--- src/rtl/multi_channel_event_counter.sv ---
// N-channel event counter: synchronised rising-edge detect, per-channel count, snapshot and registered readout mux.
// Define EVENT_CNT_DEBOUNCE_EN to add a DEB_CYCLES stability filter to each channel's edge FSM.
module multi_channel_event_counter #(
  parameter int NUM_CH      = 4,
  parameter int CNT_W       = 32,
  parameter int SYNC_STAGES = 2,
  parameter int SATURATE    = 0,
  parameter int DEB_CYCLES  = 16,
  localparam int SEL_W      = (NUM_CH > 1) ? $clog2(NUM_CH) : 1
) (
  input  logic              clk,
  input  logic              reset_n,
  input  logic [NUM_CH-1:0] event_in,
  input  logic [NUM_CH-1:0] clear_mask,
  input  logic              snap,
  input  logic              view_live,
  input  logic [SEL_W-1:0]  ch_sel,
  output logic [CNT_W-1:0]  count_out,
  output logic [NUM_CH-1:0] overflow,
  output logic [NUM_CH-1:0] event_pulse
);

  if (NUM_CH < 1 || NUM_CH > 16 || CNT_W < 8 || CNT_W > 32 || SYNC_STAGES < 2 ||
      SYNC_STAGES > 4 || DEB_CYCLES < 1 || DEB_CYCLES > 65535) begin : g_param_check
    $error("multi_channel_event_counter: parameter out of range");
  end

`ifdef EVENT_CNT_DEBOUNCE_EN
  typedef enum logic [1:0] {ST_LOW, ST_RISE_CHK, ST_HIGH, ST_FALL_CHK} edge_st_t;
  localparam logic [15:0] DEB_LAST = 16'(DEB_CYCLES - 1);
  logic [15:0] stab_q [NUM_CH];
  logic [15:0] stab_d [NUM_CH];
`else
  typedef enum logic {ST_LOW, ST_HIGH} edge_st_t;
`endif

  logic [SYNC_STAGES-1:0] sync_q [NUM_CH];
  logic [NUM_CH-1:0]      level;
  edge_st_t               state_q [NUM_CH];
  edge_st_t               state_d [NUM_CH];
  logic [NUM_CH-1:0]      pulse_d;
  logic [NUM_CH-1:0]      pulse_q;
  logic [CNT_W-1:0]       cnt_q [NUM_CH];
  logic [CNT_W-1:0]       shadow_q [NUM_CH];
  logic [NUM_CH-1:0]      ovf_q;

  always_ff @(posedge clk or negedge reset_n) begin
    if (!reset_n) begin
      for (int i = 0; i < NUM_CH; i++) sync_q[i] <= '0;
    end else begin
      for (int i = 0; i < NUM_CH; i++) sync_q[i] <= {sync_q[i][SYNC_STAGES-2:0], event_in[i]};
    end
  end

  always_comb begin
    level = '0;
    for (int i = 0; i < NUM_CH; i++) level[i] = sync_q[i][SYNC_STAGES-1];
  end

  always_ff @(posedge clk or negedge reset_n) begin
    if (!reset_n) begin
      for (int i = 0; i < NUM_CH; i++) begin
        state_q[i] <= ST_LOW;
`ifdef EVENT_CNT_DEBOUNCE_EN
        stab_q[i]  <= '0;
`endif
      end
      pulse_q <= '0;
    end else begin
      for (int i = 0; i < NUM_CH; i++) begin
        state_q[i] <= state_d[i];
`ifdef EVENT_CNT_DEBOUNCE_EN
        stab_q[i]  <= stab_d[i];
`endif
      end
      pulse_q <= pulse_d;
    end
  end

  // Pulse only on entry to HIGH; a held-high input produces a single event.
  always_comb begin
    pulse_d = '0;
    for (int i = 0; i < NUM_CH; i++) begin
      state_d[i] = state_q[i];
`ifdef EVENT_CNT_DEBOUNCE_EN
      stab_d[i] = stab_q[i];
      case (state_q[i])
        ST_LOW: begin
          if (level[i]) begin
            state_d[i] = ST_RISE_CHK;
            stab_d[i]  = '0;
          end
        end
        ST_RISE_CHK: begin
          if (!level[i]) begin
            state_d[i] = ST_LOW;
          end else if (stab_q[i] == DEB_LAST) begin
            state_d[i] = ST_HIGH;
            pulse_d[i] = 1'b1;
          end else begin
            stab_d[i] = stab_q[i] + 16'd1;
          end
        end
        ST_HIGH: begin
          if (!level[i]) begin
            state_d[i] = ST_FALL_CHK;
            stab_d[i]  = '0;
          end
        end
        ST_FALL_CHK: begin
          if (level[i]) begin
            state_d[i] = ST_HIGH;
          end else if (stab_q[i] == DEB_LAST) begin
            state_d[i] = ST_LOW;
          end else begin
            stab_d[i] = stab_q[i] + 16'd1;
          end
        end
        default: state_d[i] = ST_LOW;
      endcase
`else
      case (state_q[i])
        ST_LOW: begin
          if (level[i]) begin
            state_d[i] = ST_HIGH;
            pulse_d[i] = 1'b1;
          end
        end
        ST_HIGH: begin
          if (!level[i]) state_d[i] = ST_LOW;
        end
        default: state_d[i] = ST_LOW;
      endcase
`endif
    end
  end

  // Shadow samples pre-update counts; clear takes priority over a coincident event.
  always_ff @(posedge clk or negedge reset_n) begin
    if (!reset_n) begin
      for (int i = 0; i < NUM_CH; i++) begin
        cnt_q[i]    <= '0;
        shadow_q[i] <= '0;
      end
      ovf_q <= '0;
    end else begin
      for (int i = 0; i < NUM_CH; i++) begin
        if (snap) shadow_q[i] <= cnt_q[i];
        if (clear_mask[i]) begin
          cnt_q[i] <= '0;
          ovf_q[i] <= 1'b0;
        end else if (pulse_q[i]) begin
          if (&cnt_q[i]) begin
            ovf_q[i] <= 1'b1;
            if (SATURATE == 0) cnt_q[i] <= '0;
          end else begin
            cnt_q[i] <= cnt_q[i] + CNT_W'(1);
          end
        end
      end
    end
  end

  always_ff @(posedge clk or negedge reset_n) begin
    if (!reset_n) begin
      count_out <= '0;
    end else if (int'(ch_sel) < NUM_CH) begin
      count_out <= view_live ? cnt_q[ch_sel] : shadow_q[ch_sel];
    end else begin
      count_out <= '0;
    end
  end

  assign overflow    = ovf_q;
  assign event_pulse = pulse_q;

endmodule

--- config.mk ---
export PLATFORM = sky130hd
export DESIGN_NAME = multi_channel_event_counter
export DESIGN_NICKNAME = d
export VERILOG_FILES = /design/src/rtl/multi_channel_event_counter.sv
export SDC_FILE = /design/constraint.sdc
export NUM_CORES = 1
export LEC_CHECK = 0
export BUFFER_PORTS_ARGS = -buffer_cell sky130_fd_sc_hd__buf_4
export CORE_MARGIN = 3
export CORE_UTILIZATION = 35
export DETAILED_ROUTE_END_ITERATION = 10
export GPL_TIMING_DRIVEN = 1
export HOLD_SLACK_MARGIN = 0.02
export MAX_ROUTING_LAYER = met4
export REMOVE_ABC_BUFFERS = 1
export SLEW_MARGIN = 20
export SYNTH_ARGS = -nofsm -noshare
export SYNTH_HDL_FRONTEND = slang
export SYNTH_SLANG_ARGS = --single-unit
--- constraint.sdc ---
create_clock -name clk -period 3.45 [get_ports clk]
set_clock_uncertainty 0.2 [all_clocks]
set_input_delay 0.69 -clock clk [delete_from_list [all_inputs] [get_ports clk]]
set_output_delay 0.69 -clock clk [all_outputs]
set_load 0.05 [all_outputs]
==> results.json, run 1 <==
{
  "nets": 1215,
  "io_pins": 54,
  "power.density_mw_per_mm2": 451.2,
  "h-tree-depth": 2,
  "grt_setup_unrepaired": "false",
  "cts.root.buffer_cell": "clkbuf_16",
  "die_h_um": 210.3,
  "path_buf_inv": 1,
  "hold-worst-slack_ns": 0.08593,
  "yosysMostFrequentCell": "dfrtp_1",
  "synthAdderAreaFrac": 0.003427,
  "die_area_sq_mm": 0.04422,
  "synth_top_area_share": 0.5277,
  "post_cts_buffers": 0,
  "path_cells": "ha_1 -> nand3_1 -> or3_1 -> nor4_1 -> or2_1 -> buf_4 -> nor2_1",
  "port_buffers": 53,
  "clockBufferDepth": 3,
  "vias": 9263,
  "endpoint_kind": "flip-flop",
  "initial_core_util": 0.3561,
  "yosysWarnings": 0,
  "drv_cap": 0,
  "synth_top_cell_by_area": "dfrtp_1",
  "start_kind": "flip-flop",
  "tns_ns": 0,
  "ys_types": 54,
  "remaining_drc_errors": 0,
  "routed_wl_mm": 34.75,
  "cts_tree": "yes",
  "critical_path_class": "flip-flop to flip-flop",
  "grt_overflow": 0,
  "clk_pin_slew_worst_paths_ns": 0.06,
  "via_per_inst": 5.281,
  "drt_pre_antenna_iters": 4,
  "synth-seq-cells": 308,
  "grt_max_degree": 129,
  "status": "completed",
  "synth-simple-area-share": 0.1385,
  "crit_cells": 7,
  "synth_top_family_by_area": "multiplexers",
  "fp-row-count": 74,
  "clk_latency_ns": 0.52,
  "die_x_um": 210.3,
  "dp.final_hpwl_mm": 23.23,
  "num_antenna_cells": 0,
  "grt_usage": 0.1655,
  "synth-edff-count": 0,
  "first_iter_violations": 511,
  "slowest_delay_ns": 0.45,
  "synth_mux_area_frac": 0.2227,
  "relSlewSlack": 0.3991,
  "cts_inserted_buffers": 35,
  "ctsHoldBuffers": 1,
  "cpLargestDelayFamily": "simple AND/OR/NAND/NOR gates",
  "worstRegToRegCells": 7,
  "cts_resized": 0,
  "synthTopCellsByCount": "308 x dfrtp_1, 160 x mux2_2, 136 x nor2_1",
  "cp_slowest_cell": "or3_1",
  "hold_path_class": "primary input to flip-flop",
  "antenna_found_initial": 1,
  "worst-slew-pin-transition_ns": 0.8931,
  "min_period_over_period": 0.7877,
  "crit_fanout": 16,
  "grt_first_pass_wirelength_mm": 55.89,
  "core_region_area_sq_mm": 0.04102,
  "synth.area.top_cells": "dfrtp_1 53%, mux2_2 12%, mux4_2 9.9%, xor2_1 4.0%, nor2_1 3.5%",
  "cp_data_arrival_time_ns": 2.91,
  "gp_congestion": 0.7998,
  "finalHoldViolCount": 0,
  "ys_seq_area_frac": 0.5277,
  "grt_pass1_vias": 9680,
  "synth_compound_area_frac": 0.01885,
  "cp.required_ns": 3.64,
  "post_drt_wl_per_cell_um": 19.81,
  "drt.antenna.violating_nets": 0,
  "setup_viol": 0,
  "layout-drive-gt1-share": 0.3167,
  "synth_top_flop_cell": "dfrtp_1",
  "ir_drop_v": 0.0002789,
  "finalMaxSlewViolations": 0,
  "netlist_area_sq_mm": 0.01461,
  "clock_sinks": 308,
  "p_leak_nw": 7.648,
  "syn-instance-count": 1130,
  "fmax_mhz": 368.0,
  "area_delta_synth_final_pct": 15.28,
  "hold_depth": 1,
  "synth_area_per_cell_sq_um": 12.93,
  "min_period_ns": 2.717,
  "async_reset_ff_frac": 1.000,
  "synth-xor-area-share": 0.06596
}
==> layout by cell type, fill, tap and decap left out, types with 3 or more instances in the layout <==
cell type	count
or4_1	4
mux2_2	160
o2111ai_1	6
buf_4	79
and4_1	12
and3_1	25
nand4_2	5
inv_1	12
mux4_2	64
clkbuf_8	4
clkbuf_16	37
nand3b_1	4
and2_1	5
nor3_1	13
nor4_1	14
xor2_1	67
xnor2_1	43
ha_1	4
clkinvlp_4	3
nor4_4	4
nor2b_1	5
nor4_2	3
buf_12	6
o21ai_0	6
a21oi_1	14
nand4_1	31
clkbuf_1	10
nand3_1	44
dfrtp_1	308
clkinv_2	6
nor3b_1	3
or3_1	7
nor2_1	136
nand2_1	45
==> report_power, final <==
| part | internal [mW] | total (mW) | switching [mW] |
|---|---|---|---|
| Clock | 2.13 | 3.60 | 1.48 |
| Combinational | 0.114 | 0.332 | 0.218 |
| Sequential | 3.64 | 3.66 | 0.0233 |
| Total | 5.88 | 7.60 | 1.72 |
==> flip-flops by register name (all words and copies together) (netlist names) <==
name         flops
cnt_q          128
count_out       32
event_pulse      4
level            4
overflow         4
shadow_q       128
state_q          4
sync_q           4
==> kinds of logic after synthesis <==
family / count (synthesis)
AOI/OAI and AO/OA: 39
xor gates and xnor gates: 110
adders and majority gates: 4
buffers and inverters: 69
DFF: 308
muxes: 225
and+or+nand+nor: 375
==> final cells by class <==
| cell class | count | area [sq um] |
|---|---|---|
| Tap cell | 532 | 665.6 |
| Timing Repair Buffer | 87 | 738.2 |
| Sequential cell | 308 | 7707 |
| Clock inverter | 11 | 91.34 |
| Inverter | 12 | 45.04 |
| Fill cell | 3852 | 24180 |
| Multi-Input combinational cell | 753 | 6571 |
| Clock buffer | 51 | 1018 |
==> worst register-to-register path: stages (launching register included) <==
cell     delay [ns]
dfrtp_1        0.42
ha_1           0.22
nand3_1        0.11
or3_1          0.45
nor4_1         0.37
or2_1          0.44
buf_4          0.30
nor2_1         0.09
==> metal layers <==
metal / share of wire / vias to the layer above / track usage
met4: 0.027 / 0 / 0.05278
met3: 0.038 / 60 / 0.02277
met5: 0 / - / -
met1: 0.46 / 4828 / 0.2250
met2: 0.47 / 159 / 0.2596
li1: - / 4216 / -
==> through the flow <==
step	worst slack, ns	area (sq um)	std cells	power, mW	util
floorplan	0.5844	14320	1073	3.839	-
finish	0.7326	16840	1754	7.597	0.4105
detailed placement	0.7280	15720	1691	4.071	0.3832
global route	0.5031	16840	1754	7.891	0.4105
global placement	0.7924	15720	1691	4.066	0.3832
CTS	0.7270	16840	1754	7.732	0.4105
==> worst paths after layout <==
check | start | to | slack, ns
max | cnt_q[32]$_DFFE_PN0P_ | cnt_q[49]$_DFFE_PN0P_ | 0.73
min | event_in[1] | sync_q[4]$_DFF_PN0_ | 0.09
max reg2reg | cnt_q[32]$_DFFE_PN0P_ | cnt_q[49]$_DFFE_PN0P_ | 0.73
min reg2reg | sync_q[2]$_DFF_PN0_ | level[2]$_DFF_PN0_ | 0.15
max in group asynchronous | reset_n | shadow_q[90]$_DFFE_PN0P_ | 1.58
min in group asynchronous | reset_n | count_out[20]$_DFF_PN0_ | 0.55
No activity file was read; power rests on OpenSTA's default activity.
==> run 2: changes to the inputs <==
- clock period: 3.45 -> 2.6 ns (I/O delays scaled with it)
==> run 2 against run 1 <==
Clock power up 42%. Largest power group is now the clock network. Sequential cell count did not move. Largest cell class unchanged. Cell count increased by 4.5%. Critical path type unchanged. Routed wire length grew 2.6%. Die area did not move. Critical endpoint is now cnt_q[36]$_DFFE_PN0P_. Combinational power grew 47%. Setup slack worse by 0.55 ns.
==> results.json, run 2 (synthesis results as in run 1) <==
{
  "status": "completed",
  "ir_drop_v": 0.0002873,
  "final_common_cell": "dfrtp_1",
  "num_antenna_cells": 0,
  "first_iter_violations": 516,
  "vias": 9508,
  "post_cts_buffers": 0,
  "cts.root.buffer_cell": "clkbuf_16",
  "ctsHoldBuffers": 5,
  "timing.rr.end": "cnt_q[36]$_DFFE_PN0P_",
  "fin_util": 0.4300,
  "h-tree-depth": 2,
  "remaining_drc_errors": 0,
  "die_area_sq_mm": 0.04422,
  "tns_ns": 0,
  "endpoint": "cnt_q[36]$_DFFE_PN0P_",
  "dp.final_hpwl_mm": 25.18,
  "grt_pass1_vias": 10060,
  "drt_pre_antenna_iters": 4,
  "setup_viol": 0,
  "nets": 1294,
  "relSlewSlack": 0.5367,
  "fp-row-count": 74,
  "drv_cap": 0,
  "grt_max_degree": 76,
  "finalMaxSlewViolations": 0,
  "clock_sinks": 308,
  "critical_path_class": "flip-flop to flip-flop",
  "reg2reg_from": "cnt_q[32]$_DFFE_PN0P_",
  "place_ws_ns": 0.1829,
  "port_buffers": 53,
  "mostFrequentLayoutCells": "308 x dfrtp_1, 160 x mux2_2, 147 x buf_4, 136 x nor2_1, 67 x xor2_1",
  "p_leak_nw": 8.153,
  "power.density_mw_per_mm2": 593.0,
  "hold_path_class": "primary input to flip-flop",
  "endpoint_kind": "flip-flop",
  "initial_core_util": 0.3561,
  "fillCellCount": 3801,
  "cp.required_ns": 2.80,
  "clockBufferDepth": 3,
  "cts_resized": 0,
  "grt_overflow": 0,
  "start_kind": "flip-flop",
  "worst-slew-pin-transition_ns": 0.6943,
  "fmax_mhz": 413.8,
  "crit_path_start": "cnt_q[32]$_DFFE_PN0P_",
  "clk_latency_ns": 0.52,
  "via_per_inst": 5.187,
  "total_power_mw": 10.46,
  "reg2reg_slack_ns": 0.18,
  "post_drt_wl_per_cell_um": 19.44,
  "finalHoldViolCount": 0,
  "top_regs": "cnt_q (128), shadow_q (128), count_out (32)",
  "grt_setup_unrepaired": "false",
  "routed_wl_mm": 35.64,
  "die_h_um": 210.3,
  "min_period_over_period": 0.9294,
  "grt_usage": 0.1704,
  "crit_fanout": 8,
  "area_delta_synth_final_pct": 20.76,
  "cts_tree": "yes",
  "min_period_ns": 2.417,
  "layout-drive-gt1-share": 0.3574,
  "core_region_area_sq_mm": 0.04102,
  "finalInstanceArea_sq_mm": 0.01764,
  "worstRegToRegCells": 7,
  "seq_area_sq_mm": 0.007707,
  "gp_congestion": 0.8811,
  "placed_cell_area_sq_mm": 0.01639,
  "finalWorstSetupSlack_ns": 0.1835,
  "die_x_um": 210.3,
  "cts_inserted_buffers": 34,
  "drt.antenna.violating_nets": 0,
  "multi_input_area_sq_mm": 0.006571,
  "antenna_found_initial": 0,
  "clk_pin_slew_worst_paths_ns": 0.06,
  "cp_data_arrival_time_ns": 2.61,
  "io_pins": 54,
  "grt_first_pass_wirelength_mm": 57.68
}
[run 2: power breakdown]
| group | total, mW | internal (mW) | switching [mW] |
|---|---|---|---|
| sequential | 4.85 | 4.83 | 0.0230 |
| clock | 5.12 | 3.18 | 1.94 |
| combinational | 0.489 | 0.183 | 0.306 |
[run 2: layer usage]
layer | track usage | vias to the layer above | share of wire
li1 | - | 4381 | -
met1 | 0.2277 | 4913 | 0.45
met2 | 0.2709 | 152 | 0.48
met3 | 0.02813 | 62 | 0.050
met4 | 0.04859 | 0 | 0.025
met5 | - | - | 0
[run 2: critical path, stage by stage (launching register included)]
cell and delay (ns):
dfrtp_1 0.42, ha_1 0.22, nand3_1 0.11, or3_1 0.44, nor4_1 0.35, or2_1 0.30
buf_4 0.21, nor2_1 0.06
[run 2: worst min-delay path by stage]
stage	depth (start not counted)	endpoint	start	slack (ns)
floorplan	0	cnt_q[0]$_DFFE_PN0P_	reset_n	0.02
global placement	0	level[1]$_DFF_PN0_	sync_q[4]$_DFF_PN0_	0.13
detailed placement	0	level[0]$_DFF_PN0_	sync_q[6]$_DFF_PN0_	0.14
CTS	2	cnt_q[1]$_DFFE_PN0P_	clear_mask[3]	0.03
global route	2	cnt_q[97]$_DFFE_PN0P_	clear_mask[0]	0.05
finish	2	cnt_q[1]$_DFFE_PN0P_	clear_mask[3]	0.04
[run 2: per-stage QoR]
step	std cells	hold slack (ns)
after floorplan	1073	0.02441
after global placement	1767	0.1324
after detailed placement	1767	0.1355
after CTS	1833	0.02954
after global routing	1833	0.05198
final	1833	0.04479
[run 2: area by class of cell]
class                      count  area share
tap                          532     0.03774
clock inverter                10    0.008513
clock buffer                  51     0.05945
multi-input combinational    753      0.3726
inverter                      12    0.002554
sequential                   308      0.4370
timing repair buffer         167     0.08215
